### src/rtl/err_monitor_pkg.sv
// Shared types and constants for the pipeline error monitor.
// Stage indices follow pipeline order; a higher index holds an older instruction.
package err_monitor_pkg;

  typedef enum logic [1:0] {
    ST_RUN    = 2'd0,
    ST_HALTED = 2'd1,
    ST_FAULT  = 2'd2
  } state_e;

  localparam logic [1:0] ERR_NONE        = 2'd0;
  localparam logic [1:0] ERR_STAGE       = 2'd1;
  localparam logic [1:0] ERR_HANG        = 2'd2;
  localparam logic [1:0] ERR_HALT_RETIRE = 2'd3;

  localparam logic [2:0] STG_IF         = 3'd0;
  localparam logic [2:0] STG_ID         = 3'd1;
  localparam logic [2:0] STG_EX         = 3'd2;
  localparam logic [2:0] STG_MEM        = 3'd3;
  localparam logic [2:0] STG_WB         = 3'd4;
  localparam logic [2:0] ERR_STAGE_NONE = 3'd7;

  // The oldest instruction (WB side) is reported when several stages fault together.
  function automatic logic [2:0] oldest_stage(input logic [4:0] qual);
    if (qual[4])      return STG_WB;
    else if (qual[3]) return STG_MEM;
    else if (qual[2]) return STG_EX;
    else if (qual[1]) return STG_ID;
    else if (qual[0]) return STG_IF;
    else              return ERR_STAGE_NONE;
  endfunction

endpackage

### src/rtl/err_wdog.sv
// Hang watchdog: down-counter reloaded on every kick, expiring on the
// LIMIT-th consecutive enabled cycle without a kick.
module err_wdog #(
  parameter int LIMIT = 1024
) (
  input  logic clk,
  input  logic rst,
  input  logic en,
  input  logic kick,
  output logic expire
);

  localparam int         W      = $clog2(LIMIT);
  localparam logic [W-1:0] RELOAD = W'(LIMIT - 1);

  logic [W-1:0] rem_q, rem_d;

  always_comb begin
    rem_d = rem_q;
    if (kick)
      rem_d = RELOAD;
    else if (en && (rem_q != '0))
      rem_d = rem_q - 1'b1;
  end

  always_ff @(posedge clk) begin
    if (rst)
      rem_q <= RELOAD;
    else
      rem_q <= rem_d;
  end

  // Remaining count of zero means LIMIT-1 idle cycles already elapsed.
  assign expire = en & ~kick & (rem_q == '0);

endmodule

### src/rtl/err_monitor.sv
// Pipeline error monitor: latches the first stage error, hang or post-halt
// retire as a sticky fault, and tracks cycle/retire counts while running.
module err_monitor
  import err_monitor_pkg::*;
#(
  parameter int WDOG_LIMIT = 1024,
  parameter int CNT_W      = 32
) (
  input  logic             clk,
  input  logic             rst,
  input  logic [4:0]       stg_err,
  input  logic [4:0]       stg_vld,
  input  logic             retire,
  input  logic             halt,
  output logic             err,
  output logic [1:0]       err_code,
  output logic [2:0]       err_stage,
  output logic             halted,
  output logic [CNT_W-1:0] cycle_cnt,
  output logic [CNT_W-1:0] retire_cnt
);

  state_e           state_q, state_d;
  logic [1:0]       code_q, code_d;
  logic [2:0]       stage_q, stage_d;
  logic [CNT_W-1:0] cyc_q, ret_q;
  logic [4:0]       stg_qual;
  logic             in_run;
  logic             wdog_expire;

  assign stg_qual = stg_err & stg_vld;
  assign in_run   = (state_q == ST_RUN);

  err_wdog #(.LIMIT(WDOG_LIMIT)) u_wdog (
    .clk    (clk),
    .rst    (rst),
    .en     (in_run),
    .kick   (retire),
    .expire (wdog_expire)
  );

  always_ff @(posedge clk) begin
    if (rst) begin
      state_q <= ST_RUN;
      code_q  <= ERR_NONE;
      stage_q <= ERR_STAGE_NONE;
    end else begin
      state_q <= state_d;
      code_q  <= code_d;
      stage_q <= stage_d;
    end
  end

  // Counters only advance while running; they wrap silently.
  always_ff @(posedge clk) begin
    if (rst) begin
      cyc_q <= '0;
      ret_q <= '0;
    end else if (in_run) begin
      cyc_q <= cyc_q + 1'b1;
      if (retire)
        ret_q <= ret_q + 1'b1;
    end
  end

  always_comb begin
    state_d = state_q;
    code_d  = code_q;
    stage_d = stage_q;
    case (state_q)
      ST_RUN: begin
        if (stg_qual != '0) begin
          state_d = ST_FAULT;
          code_d  = ERR_STAGE;
          stage_d = oldest_stage(stg_qual);
        end else if (wdog_expire) begin
          state_d = ST_FAULT;
          code_d  = ERR_HANG;
          stage_d = ERR_STAGE_NONE;
        end else if (retire && halt) begin
          state_d = ST_HALTED;
        end
      end
      ST_HALTED: begin
        if (retire) begin
          state_d = ST_FAULT;
          code_d  = ERR_HALT_RETIRE;
          stage_d = ERR_STAGE_NONE;
        end
      end
      ST_FAULT: begin
        state_d = ST_FAULT;
      end
      default: begin
        state_d = ST_RUN;
      end
    endcase
  end

  always_comb begin
    err        = (state_q == ST_FAULT);
    halted     = (state_q == ST_HALTED);
    err_code   = code_q;
    err_stage  = stage_q;
    cycle_cnt  = cyc_q;
    retire_cnt = ret_q;
  end

endmodule

### config.mk
export PLATFORM = sky130hd
export DESIGN_NAME = err_monitor
export DESIGN_NICKNAME = d
export VERILOG_FILES = /design/src/rtl/err_monitor_pkg.sv /design/src/rtl/err_wdog.sv /design/src/rtl/err_monitor.sv
export SDC_FILE = /design/constraint.sdc
export NUM_CORES = 1
export LEC_CHECK = 0
export ABC_AREA = 1
export CAP_MARGIN = 10
export CORE_MARGIN = 2
export CORE_UTILIZATION = 56
export DETAILED_ROUTE_END_ITERATION = 12
export GPL_ROUTABILITY_DRIVEN = 0
export PLACE_DENSITY_LB_ADDON = 0.3
export SYNTH_ARGS = -nofsm -noshare
export SYNTH_HDL_FRONTEND = slang
export SYNTH_SLANG_ARGS = --single-unit
export TNS_END_PERCENT = 20
### constraint.sdc
create_clock -name clk -period 2.54 [get_ports clk]
set_clock_uncertainty 0.2 [all_clocks]
set_input_delay 0.762 -clock clk [delete_from_list [all_inputs] [get_ports clk]]
set_output_delay 0.762 -clock clk [all_outputs]
set_load 0.02 [all_outputs]
## Word level (Yosys, flattened, before mapping)

Cells that the tools add are included.

| cells by class | value |
|---|---|
| add/sub/neg operators | 3 |
| equality and inequality tests | 5 |
| mux-type cells | 18 |
| bitwise gates (word level) | 4 |
| reduce and logical (&&, ||, !) cells | 11 |

Operators by type and width:

| cell | count |
|---|---|
| $add A32 B1 Y32 const B | 2 |
| $mux W3 | 8 |
| $mux W2 | 7 |
| $logic_not A10 Y1 | 1 |
| $reduce_bool A10 Y1 | 1 |
| $sub A10 B1 Y10 const B | 1 |
| $pmux W2 S3 | 1 |
| $pmux W3 S2 | 1 |
| $and A5 B5 Y5 | 1 |
| $reduce_bool A5 Y1 | 1 |
| $ne A4 B4 Y1 const B | 1 |
| $pmux W2 S2 | 1 |
| $reduce_and A2 Y1 | 2 |
| $ne A3 B3 Y1 const B | 1 |
| $reduce_and A3 Y1 | 1 |
| $and A1 B1 Y1 | 2 |
| $eq A2 B1 Y1 const B | 1 |
| $eq A2 B2 Y1 const B | 1 |
| $logic_and A1 B1 Y1 | 2 |
| $logic_not A2 Y1 | 1 |
| $ne A2 B2 Y1 const B | 1 |
| $reduce_bool A2 Y1 | 1 |
| $reduce_or A2 Y1 | 1 |
| $not A1 Y1 | 1 |

| storage, ports and cells | value |
|---|---|
| bits in registers | 81 |
| bits of input ports | 14 |
| output and inout port bits | 71 |
| logic and storage cells | 47 |

## Logic depth before layout (Yosys ltp)

Gate-level depths: netlist of run 1.

| depth | value |
|---|---|
| depth in word-level cells | 8 |
| depth in mapped cells | 13 |
| depth with buffers taken out | 12 |

## Cells and area by module

A second synthesis of run 1 with hierarchy kept.

| second synthesis, totals | value |
|---|---|
| cells, all modules | 684 |
| area, all modules | 4545.6 sq um |

By module, submodules not included:

| module | times used | cells each | area an instance (sq um) | sequential area each (sq um) |
|---|---|---|---|---|
| err_monitor | 1 | 595 | 3933.8 | 1421.4 |
| err_wdog | 1 | 89 | 611.8 | 200.2 |

## Least setup slack after synthesis of run 1

Ideal clock, no wire load.

| timing | value |
|---|---|
| kind | input to register |
| from | input rst |
| to | register cyc_q[26] (netlist: cycle_cnt[26]) |
| setup time | 0.117 ns |
| data arrival time | 1.563 ns |
| data required time | 2.223 ns |
| slack | 0.660 ns |
| stages on the path | 5 |
| buffers on the path | 2 |
| cells stage by stage | clkbuf_1 clkinv_1 clkbuf_1 o21ai_0 nor2_1 |

RTL lines:

| element | RTL line | source |
|---|---|---|
| start: declaration | err_monitor.sv:10 | `input logic rst,` |
| end signal: assignment | err_monitor.sv:60 | `cyc_q <= cyc_q + 1'b1;` |
| end: declaration | err_monitor.sv:26 | `logic [CNT_W-1:0] cyc_q, ret_q;` |

## Worst setup path after layout of run 1

| timing | value |
|---|---|
| from | register ret_q[23] (netlist: retire_cnt[23]) |
| to | output retire_cnt[23] |

RTL lines:

| element | RTL line | source |
|---|---|---|
| start: declaration | err_monitor.sv:26 |  |
| start signal: assignment | err_monitor.sv:62 | `ret_q <= ret_q + 1'b1;` |
| end: declaration | err_monitor.sv:20 | `output logic [CNT_W-1:0] retire_cnt` |

No word-level cell between the ends.

==> results.toml, run 1 <==
[outcome]
status = "finished clean"

[placed_design]
io_buffers = 84
dp_hpwl_mm = 8.77

[routing]
postRouteAntennaNets = 0
wl_mm = 11.6
first_pass_iters = 5
avgRoutedWirePerCell_um = 13.1
vias_per_cell = 5.35
drc = 0
drt_iter0_markers = 221
route.vias.total = 4727

[final_layout]
multiInputGateArea_um2 = 2460
drive_gt1_share_pct = 7.16
utilization_pct = 73.1
syn_to_final_growth_pct = 27.0
nets = 799
n_fill_cell = 644
antenna-diode-count = 0
register_area_um2 = 1620

[die]
start_util_pct = 57.6
rows = 32
die_h_um = 92.9
die_area_um2 = 8630
coreArea_um2 = 7690
fp.dieW_um = 92.9
ios = 85

[timing]
finalSetupViolCount = 0
slew_viol_final = 0
max_slew_margin_pct = 56.6
rsz0062_at_grt = "no"
finalHoldWorstSlack_ns = 0.270
worst_pin_slew_ns = 0.649
fin_crit_ns = 2.47
max_freq_mhz = 406
post-route-period-util_pct = 97.1
tns_ns = 0
final_hold_viol_count = 0

[worst_setup_path]
critPathKind = "reg2out"
rrSetupSlack_ns = 0.47
start_kind = "flip-flop"
rr_endpoint = "cycle_cnt[28]"
critPathCapture = "retire_cnt[23]"
worstPathRequired_ns = 1.58
crit_buf_inv = 1
r2r-start = "state_q[0]"
crit_arrival_ns = 1.50
max_stage_delay_ns = 0.66
worst-path-stages = 1
r2r_cells = 10
cp_slowest_cell = "clkdlybuf4s50_1"
cp_top_family = "buffers and inverters"
crit_fanout = 7
cp-startpoint = "retire_cnt[23]"
end_kind = "primary output"
crit_chain = "clkdlybuf4s50_1"

[cts]
root_buffer = "clkbuf_8"
cts_tree = "yes"
numCtsBuffers = 9
clk_path_buf_depth = 2
cts_sinks = 81
clkLatencyLatePin_ns = 0.36
h-tree-depth = 3
path_clk_slew_ns = 0.09

[global_routing]
grt_max_degree = 21
antenna_found_initial = 0
grt_pass1_vias = 4203
track_usage_pct = 27.5
grt_pass1_wl_mm = 19.1
grt.overflow.total = 0

[power_and_ir_drop]
powerDensity_nw_per_um2 = 454
power_w = 0.00255
ir_drop_uv = 296
leakagePower_nw = 2.09

[hold_path]
worstHoldStart = "cycle_cnt[8]"
hold_class = "reg2reg"

[synthesis]
ys_async_sr_fraction_pct = 0
synth-edff-count = 0
ys_seq_area_share_pct = 36.6
synth_largest_area_cell = "dfxtp_1"
synthesis.nets = 700
synth_top_area_share_pct = 36.6
synth_flop_cell = "dfxtp_1"
synth_area_per_cell_um2 = 6.53
ys_seq_elements = 81
synthTopCellsByArea = "dfxtp_1, nand2_1, nor2_1"
synth_cell_types = 33
netlist_area_um2 = 4430
synth_cells = 678
ys.warnings.count = 0

[flow_run]
drv_cap = 0
==> layer usage <==
| layer | GRT usage (%) | routed length, um | vias to the layer above |
|---|---|---|---|
| met5 | 0 | 0 | - |
| met4 | 11.2 | 199 | 0 |
| met3 | 5.61 | 828 | 19 |
| met2 | 44.1 | 5290 | 182 |
| met1 | 36.1 | 5280 | 2165 |
| li1 | - | - | 2361 |
==> area by class of cell <==
type	count	share of cell area (%)
Clock buffer	11	2.52
Clock inverter	5	0.556
Inverter	80	5.43
Multi-Input combinational cell	508	43.7
Sequential cell	81	28.8
Tap cell	102	2.27
Timing Repair Buffer	97	16.6
==> power breakdown <==
| group | internal [W] | switching, W |
|---|---|---|
| clock | 0.000379 | 0.000475 |
| combinational | 0.000140 | 0.000212 |
| sequential | 0.00131 | 0.0000361 |
==> cells in the mapped netlist, types with 5 or more instances <==
cell      number
xnor2_1        7
nand2_1      190
nor2_4         5
nor2_1       113
a21oi_1       39
ha_1           8
inv_1         75
o211ai_1       6
nand3b_1       5
nand4_1       14
nor2_2         8
o21ai_0       23
xor2_1        11
nand3_1       43
dfxtp_1       81
nor3_1        10
clkbuf_1       8
==> kinds of logic after synthesis <==
| group | Yosys count | share of synthesized area, % |
|---|---|---|
| and+or+nand+nor | 406 | 40.4 |
| buffers and inverters | 89 | 7.83 |
| DFF | 81 | 36.6 |
| AOI/OAI and AO/OA | 76 | 9.30 |
| xor gates and xnor gates | 18 | 3.56 |
| adders and majority gates | 8 | 2.26 |
==> stage by stage <==
stage	cell area, um2	cells	setup WS (ns)
2_1_floorplan	4430	678	0.660
3_3_place_gp	5450	868	0.0747
3_5_place_dp	5450	868	0.0162
4_1_cts	5620	884	0.0945
5_1_grt	5620	884	0.0618
6_report	5620	884	0.0747
==> how the worst min path moves through the flow <==
| stage | depth (start not counted) | slack, ns | end |
|---|---|---|---|
| floorplan | 2 | 0.27 | u_wdog.rem_q[1] |
| global placement | 2 | 0.25 | cycle_cnt[8] |
| detailed placement | 2 | 0.26 | err_code[0] |
| CTS | 2 | 0.28 | cycle_cnt[8] |
| global route | 2 | 0.32 | err_code[1] |
| finish | 2 | 0.27 | cycle_cnt[8] |
==> placed cells by master (no fill, tap or decap), types with 5 or more instances in the layout <==
master           instances
o21ai_0                 23
nand3b_1                 5
a21oi_1                 39
nor2_1                 113
clkbuf_8                10
clkdlybuf4s50_1         82
inv_1                   75
nand3_1                 43
buf_4                   13
nand2_1                190
nor2_4                   5
dfxtp_1                 81
nor2_2                   8
ha_1                     8
nand4_1                 14
o211ai_1                 6
xor2_1                  11
nor3_1                  10
xnor2_1                  7
==> timing repair <==
item                                    CTS  global route
endpoints found under the setup margin    2             0
buffers inserted                          0             0
hold buffers                              0             0
gates resized for setup                   2             0
hold endpoints to repair                  0             0
==> flip-flops by register name (all words and copies together), names as in the netlist <==
name,flops
err_code,2
u_wdog.rem_q,10
retire_cnt,32
state_q,2
err_stage,3
cycle_cnt,32
Power figures use the tool's default switching activity.
==> run 2, diff against run 1 <==
- RECOVER_POWER: not set -> 25
==> run 2 against run 1 <==
  * First-iteration DRC count up 5.9%
  * Non-clock buffer count unchanged
  * Global-route usage unchanged
  * Count of clock-buffer cells in the layout unchanged
  * Wire length up 0.14%
  * Sequential power about the same
  * Sequential share of layout area up 0.13 points
  * Register-to-register slack worse by 0.10 ns
  * Critical path type unchanged
==> results.toml, run 2 (synthesized netlist as in run 1, its figures left out) <==
[timing]
post-route-period-util_pct = 96.5
fin_crit_ns = 2.45
slew_viol_final = 0
finalSetupViolCount = 0
max_freq_mhz = 408
final_hold_viol_count = 0
worst_pin_slew_ns = 0.980
finalHoldWorstSlack_ns = 0.273
max_slew_margin_pct = 34.6
tns_ns = 0
rsz0062_at_grt = "no"

[final_layout]
n_fill_cell = 651
multiInputGateArea_um2 = 2440
drive_gt1_share_pct = 6.52
register_area_um2 = 1620
final_common_cell = "nand2_1"
layout_common_cells = "nand2_1, nor2_1, dfxtp_1"
antenna-diode-count = 0
nets = 799
fin_area_um2 = 5600
syn_to_final_growth_pct = 26.4

[routing]
vias_per_cell = 5.31
avgRoutedWirePerCell_um = 13.1
first_pass_iters = 5
postRouteAntennaNets = 0
wl_mm = 11.6
drt_iter0_markers = 234
wl_met2_mm = 5.34
drc = 0
maxUsedRoutingLayer = "met4"
wl_met3_um = 712
wl_met1_mm = 5.35
route.vias.total = 4692

[cts]
cts_sinks = 81
cts_hold_buf = 0
path_clk_slew_ns = 0.08
h-tree-depth = 3
root_buffer = "clkbuf_8"
numCtsBuffers = 9
clk_path_buf_depth = 2
clkLatencyLatePin_ns = 0.36
cts_tree = "yes"

[worst_setup_path]
crit_arrival_ns = 1.49
end_kind = "primary output"
crit_chain = "clkdlybuf4s50_1"
cp_top_family = "buffers and inverters"
crit_fanout = 5
critPathKind = "reg2out"
max_stage_delay_ns = 0.66
crit_buf_inv = 1
worstPathRequired_ns = 1.58
cp_slowest_cell = "clkdlybuf4s50_1"
start_kind = "flip-flop"

[die]
fp.dieW_um = 92.9
rows = 32
die_h_um = 92.9
start_util_pct = 57.6
ios = 85
coreArea_um2 = 7690
die_area_um2 = 8630

[power_and_ir_drop]
leakagePower_nw = 2.08
p_int_w = 0.00182
power_w = 0.00255
powerDensity_nw_per_um2 = 455
combPwrFrac_pct = 13.7
power_frac_seq_pct = 52.7
ir_drop_uv = 296
p_switching_w = 0.000724
clkPwrFrac_pct = 33.6
p_sw_share_pct = 28.4

[hold_path]
hold_class = "reg2reg"

[placed_design]
dp_hpwl_mm = 8.77
place_area_um2 = 5450
io_buffers = 84

[global_routing]
antenna_found_initial = 0
grt.overflow.total = 0
grt_pass1_wl_mm = 19.1
grt_max_degree = 21
track_usage_pct = 27.5
grt_pass1_vias = 4203

[flow_run]
drv_cap = 0

[outcome]
status = "finished clean"
-- run 2: cell count changes in the layout (fill, tap and decap cells not counted), sizes merged --
cell / before / now
buf: 13 / 10
clkbuf: 11 / 14
clkdlybuf4s50: 82 / 80
dlygate4sd3: 0 / 2
-- run 2: through the flow --
step,setup WS [ns],cells,util (%)
final,0.0898,884,72.8
after global placement,0.0747,868,70.9
after CTS,0.0945,884,73.1
after detailed placement,0.0162,868,70.9
after global routing,0.0444,884,72.8
after floorplan,0.660,678,-
-- run 2: power groups by stage --
stage,combinational [W],sequential [W],clock [W]
after floorplan,0.000189,0.00140,0
after global placement,0.000341,0.00137,0
after detailed placement,0.000352,0.00137,0
after CTS,0.000351,0.00134,0.000864
after global routing,0.000384,0.00135,0.000909
final,0.000348,0.00134,0.000856
-- run 2: final cells by class --
| type | count | area share, % |
|---|---|---|
| multi-input cells | 508 | 43.7 |
| repair buffers | 97 | 16.5 |
| inverters | 80 | 5.45 |
| well taps | 102 | 2.28 |
| flip-flops and latches | 81 | 29.0 |
| clock inverters | 5 | 0.559 |
| clock buffers | 11 | 2.53 |
-- run 2: what timing repair did --
item	in CTS	in global routing
setup endpoints to repair	2	0
buffers inserted	0	0
gates resized for setup	2	0
-- run 2: path summary, 6_finish.rpt --
| path | endpoint | slack [ns] | start | cells past startpoint |
|---|---|---|---|---|
| min reg2reg | cycle_cnt[8] | 0.27 | cycle_cnt[8] | 2 |
| max | cycle_cnt[20] | 0.09 | cycle_cnt[20] | 1 |
| min | cycle_cnt[8] | 0.27 | cycle_cnt[8] | 2 |
| max reg2reg | retire_cnt[22] | 0.37 | state_q[0] | 13 |
-- run 2: layer usage --
metal / up-vias / track usage (%)
met2: 143 / 44.1
li1: 2358 / -
met4: 0 / 11.2
met1: 2172 / 36.1
met5: - / 0
met3: 19 / 5.61
